## src/rtl/mdu_issue_ctrl_pkg.sv

```systemverilog
// Shared MDU issue definitions: opcode classes, default latencies and
// controller state encoding.
package mdu_issue_ctrl_pkg;

  localparam int MUL_LAT_DEF = 5;
  localparam int DIV_LAT_DEF = 10;
  localparam int CNT_W       = 4;

  typedef enum logic [2:0] {
    MDU_NONE  = 3'd0,
    MDU_MULT  = 3'd1,
    MDU_MULTU = 3'd2,
    MDU_DIV   = 3'd3,
    MDU_DIVU  = 3'd4,
    MDU_MTHI  = 3'd5,
    MDU_MTLO  = 3'd6,
    MDU_MF    = 3'd7
  } mdu_op_e;

  typedef enum logic {
    ST_IDLE = 1'b0,
    ST_RUN  = 1'b1
  } state_e;

  function automatic logic is_class(input logic [2:0] op);
    return op != MDU_NONE;
  endfunction

  function automatic logic is_arith(input logic [2:0] op);
    return (op >= MDU_MULT) && (op <= MDU_DIVU);
  endfunction

  function automatic logic is_div(input logic [2:0] op);
    return (op == MDU_DIV) || (op == MDU_DIVU);
  endfunction

endpackage

```

## src/rtl/mdu_lat_counter.sv

```systemverilog
// Shadow latency counter for the MDU: counts the expected busy window and
// reports when the observed busy level disagrees with it.
module mdu_lat_counter
  import mdu_issue_ctrl_pkg::*;
(
  input  logic             clk,
  input  logic             reset,
  input  logic             load,
  input  logic [CNT_W-1:0] load_val,
  input  logic             dec,
  input  logic             chk_idle,
  input  logic             mdu_busy,
  output logic [CNT_W-1:0] cnt,
  output logic             done,
  output logic             busy_err
);

  logic [CNT_W-1:0] cnt_q, cnt_d;

  always_comb begin
    cnt_d = cnt_q;
    if (load) begin
      cnt_d = load_val;
    end else if (dec && (cnt_q != '0)) begin
      cnt_d = cnt_q - CNT_W'(1);
    end
  end

  always_ff @(posedge clk or negedge reset) begin
    if (!reset) begin
      cnt_q <= '0;
    end else begin
      cnt_q <= cnt_d;
    end
  end

  assign cnt  = cnt_q;
  assign done = dec && (cnt_q == CNT_W'(1));

  // Start and completion edges are not checked: busy changes on exactly those edges.
  assign busy_err = (dec && (cnt_q > CNT_W'(1)) && !mdu_busy) ||
                    (chk_idle && mdu_busy);

endmodule

```

## src/rtl/mdu_issue_ctrl.sv

```systemverilog
// D/E-stage issue controller for the multiply-divide unit: E-stage opcode
// register, start generation, D-stage stall and a shadow busy checker.
module mdu_issue_ctrl
  import mdu_issue_ctrl_pkg::*;
#(
  parameter int MUL_LAT = MUL_LAT_DEF,
  parameter int DIV_LAT = DIV_LAT_DEF
) (
  input  logic             clk,
  input  logic             reset,
  input  logic [2:0]       D_MDUOp,
  input  logic             D_valid,
  input  logic             E_flush,
  input  logic             mdu_busy,
  output logic             D_stall,
  output logic [2:0]       E_MDUOp,
  output logic             start,
  output logic             hilo_ready,
  output logic             lat_err,
  output state_e           dbg_state,
  output logic [CNT_W-1:0] dbg_cnt
);

  state_e           state_q, state_d;
  logic [2:0]       e_op_q, e_op_d;
  logic             lat_err_q, lat_err_d;
  logic             run, e_arith, hold_e;
  logic             cnt_done, busy_err;
  logic [CNT_W-1:0] cnt_load_val, cnt;

  // Handshake: start is a single-cycle request taken by the MDU on the next
  // posedge; busy rises on that edge and falls on the edge HI/LO is written.
  // There is no back-pressure on start, so it is only raised from IDLE.
  assign run      = (state_q == ST_RUN);
  assign e_arith  = is_arith(e_op_q);
  assign start    = e_arith && !run;
  assign hold_e   = e_arith && run;
  assign D_stall  = D_valid && is_class(D_MDUOp) && (start || run);
  assign hilo_ready = !run && !start;

  assign cnt_load_val = is_div(e_op_q) ? CNT_W'(DIV_LAT) : CNT_W'(MUL_LAT);

  mdu_lat_counter u_lat_counter (
    .clk      (clk),
    .reset    (reset),
    .load     (start),
    .load_val (cnt_load_val),
    .dec      (run),
    .chk_idle (hilo_ready),
    .mdu_busy (mdu_busy),
    .cnt      (cnt),
    .done     (cnt_done),
    .busy_err (busy_err)
  );

  always_comb begin
    e_op_d = D_valid ? D_MDUOp : MDU_NONE;
    if (D_stall) begin
      e_op_d = MDU_NONE;
    end
    // An arith op stranded in E behind a running op is kept until it can issue.
    if (hold_e) begin
      e_op_d = e_op_q;
    end
    if (E_flush) begin
      e_op_d = MDU_NONE;
    end
  end

  always_comb begin
    state_d = state_q;
    case (state_q)
      ST_IDLE: if (start)    state_d = ST_RUN;
      ST_RUN:  if (cnt_done) state_d = ST_IDLE;
      default: state_d = ST_IDLE;
    endcase
  end

  assign lat_err_d = lat_err_q || busy_err || hold_e;

  always_ff @(posedge clk or negedge reset) begin
    if (!reset) begin
      state_q   <= ST_IDLE;
      e_op_q    <= MDU_NONE;
      lat_err_q <= 1'b0;
    end else begin
      state_q   <= state_d;
      e_op_q    <= e_op_d;
      lat_err_q <= lat_err_d;
    end
  end

  assign E_MDUOp   = e_op_q;
  assign lat_err   = lat_err_q;
  assign dbg_state = state_q;
  assign dbg_cnt   = cnt;

endmodule
```

## config.mk

```make
export PLATFORM = sky130hd
export DESIGN_NAME = mdu_issue_ctrl
export DESIGN_NICKNAME = d
export VERILOG_FILES = /design/src/rtl/mdu_issue_ctrl_pkg.sv /design/src/rtl/mdu_lat_counter.sv /design/src/rtl/mdu_issue_ctrl.sv
export SDC_FILE = /design/constraint.sdc
export NUM_CORES = 1
export LEC_CHECK = 0
export CORE_MARGIN = 2
export CORE_UTILIZATION = 38
export DETAILED_ROUTE_END_ITERATION = 10
export PLACE_DENSITY_LB_ADDON = 0.05
export SLEW_MARGIN = 0
export SYNTH_ARGS = -nofsm -noshare
export SYNTH_HDL_FRONTEND = slang
export SYNTH_SLANG_ARGS = --single-unit
```

## constraint.sdc

```tcl
create_clock -name clk -period 1.3 [get_ports clk]
set_input_delay 0.13 -clock clk [delete_from_list [all_inputs] [get_ports clk]]
set_output_delay 0.13 -clock clk [all_outputs]
set_load 0.02 [all_outputs]
```

==> out/results.ini <==
[outcome]
status = finished with violations
violations = setup timing

[synthesis]
avgSynthCellArea_um2 = 9.50
ys_types = 32
ys_seq_area_share_pct = 38.9
syn_area_um2 = 579
syn_inst = 61
synth_edf_count = 0
async_flop_share_pct = 100
syn-num-nets = 71
yosys_warnings = 0
synthFlopType = dfrtp_1
ys_ff_latch = 9

[timing]
layout_setup_ws_ns = -0.198
finalHoldViolCount = 0
slew_viol_final = 0
fmax_mhz = 668
rsz0062_at_grt = yes
clock-skew-final_ns = 0.00896
finalCritPeriodShare_pct = 115
fin_crit_ns = 1.50
setup_viol = 9
worstMarginPinSlew_ns = 0.475
max-slew-margin-rel_pct = 68.2
hold_ws_ns = 0.174
fin_setup_tns_ns = -0.975

[setup_path]
r2r-end = lat_err$_DFF_PN0_
reg2regPathDepth = 6
cp_max_fo = 3
r2r_start = E_MDUOp[1]$_DFFE_PN0P_
critPathKind = reg -> out
cp.arrival_ns = 1.37
ff2ff_setup_slack_ns = -0.15
end_kind = primary output
critPathLaunchType = flop
worst-endpoint-required_ns = 1.17

[cts]
cts_buffer_depth = 2
cts_root_buffer = clkbuf_4
clock_latency_ns = 0.28
numCtsBuffers = 3
cts.clk_slew.worst_paths_ns = 0.07
h-tree-depth = 1
cts_tree = done
cts.sinks = 9

[detailed_routing]
drt_iter0_drc = 16
vias = 701
wire_per_inst_um = 15.6
vias_per_cell = 5.70
drtAntennaViolNets = 0
drt_pass1_iterations = 4
drcViolationCount = 0
wl_um = 1920

[placement]
finalWeightedCongestion = 0.734
port-buffer-count = 19
dp_hpwl_um = 1290
post-place-ws_ns = -0.361

[layout]
register_area_um2 = 231
num-fill-cells = 106
antennaDiodeCount = 0
final_common_cell = buf_4
drive_gt1_share_pct = 57.9
layout_common_cells = buf_4, clkdlybuf4s50_1, nand2_1, buf_6, dfrtp_2
multi_input_area_um2 = 483
fin_nets = 118
area_growth_pct = 101

[pwr]
leakage_uw = 0.000490
ir_drop_mv = 1.34
powerDensity_mw_per_mm2 = 2350

[global_route]
grt_pass1_wl_um = 3110
grt_max_degree = 10
overflow = 0
grt.total_usage_pct = 23.4
grt_pass1_vias = 680
antenna_found_initial = 0

[die]
die_y_um = 43.0
rows = 14
start_util_pct = 39.4
io_pins = 20
die_w_um = 43.0
core-area_mm2 = 0.00147
die_area_mm2 = 0.00185

[run]
drv_cap = 0

[min_path]
hold_path.class = in -> async

-- power by group --
| part | internal (µW) | total [µW] | switching, µW |
|---|---|---|---|
| Combinational | 1060 | 2040 | 982 |
| Sequential | 380 | 463 | 82.9 |
| Clock | 119 | 231 | 112 |
| Total | 1550 | 2730 | 1180 |
-- kinds of logic (layout without fill, tap and decap cells) --
kind of cell               count (synthesis)  after routing  synth area share (%)
AOI/OAI and AO/OA                         23             23                  29.2
xor gates and xnor gates                   3              3                  5.83
adders and majority gates                  2              2                  4.32
buffers and inverters                      5             51                  3.24
DFF                                        9              9                  38.9
and+or+nand+nor                           19             19                  18.6
-- area by class of cell --
class                      instances  area share (%)
timing repair buffer              43            32.9
inverter                           4            1.72
sequential                         9            19.9
tap                               16            1.72
clock buffer                       4            2.26
multi-input combinational         47            41.5
-- worst max-delay path, cell delays in order, from the launching register on --
cell,delay [ns]
dfrtp_2,0.42
nor2_4,0.17
xnor2_4,0.15
nand2b_4,0.10
o311a_4,0.12
buf_6,0.13
-- sequential cells by signal (all words and copies together) (netlist names) --
| signal | flops |
|---|---|
| lat_err | 1 |
| dbg_state | 1 |
| E_MDUOp | 3 |
| u_lat_counter.cnt | 4 |
-- worst max path at each step --
stage / start / to / slack, ns / cells after the start
5_1_grt: E_MDUOp[1]$_DFFE_PN0P_ / D_stall / -0.24 / 5
6_report: E_MDUOp[1]$_DFFE_PN0P_ / D_stall / -0.20 / 5
3_3_place_gp: E_MDUOp[1]$_DFFE_PN0P_ / D_stall / -0.35 / 5
3_5_place_dp: E_MDUOp[1]$_DFFE_PN0P_ / D_stall / -0.36 / 5
4_1_cts: E_MDUOp[0]$_DFFE_PN0P_ / D_stall / -0.21 / 5
2_1_floorplan: E_MDUOp[1]$_DFFE_PN0P_ / lat_err$_DFF_PN0_ / -0.09 / 5
-- Yosys cell counts, types with 2 or more instances --
cell type | n | area (µm²)
a21oi_1 | 3 | 15.0
dfrtp_1 | 9 | 225
ha_1 | 2 | 25.0
inv_1 | 2 | 7.51
inv_2 | 2 | 7.51
nand2_1 | 6 | 22.5
nor2_1 | 4 | 15.0
nor3_1 | 2 | 10.0
o21a_1 | 3 | 22.5
o21ai_0 | 3 | 15.0
o22ai_1 | 3 | 18.8
o31ai_1 | 2 | 15.0
-- through the flow --
stage | power, µW | cells | util (%) | cell area, µm²
3_5_place_dp | 2060 | 115 | 65.8 | 968
6_report | 2730 | 123 | 79.1 | 1160
2_1_floorplan | 1330 | 61 | - | 612
5_1_grt | 2890 | 123 | 79.1 | 1160
4_1_cts | 2490 | 122 | 73.8 | 1090
3_3_place_gp | 2010 | 115 | 65.8 | 968
-- timing repair --
action                     CTS  global route
gates resized for setup     41            21
hold endpoints to repair     0             0
pin swaps                    6             8
hold buffers                 0             0
buffers inserted             3             2
setup endpoints to repair   19            15
-- layer usage --
layer | global-route usage [%] | vias up | wire length (µm)
met5 | 0 | - | 0
li1 | - | 323 | -
met4 | 10.9 | 0 | 60
met2 | 41.8 | 27 | 1010
met3 | 5.11 | 11 | 106
met1 | 26.1 | 340 | 737
(Power assumes the default switching activity.)
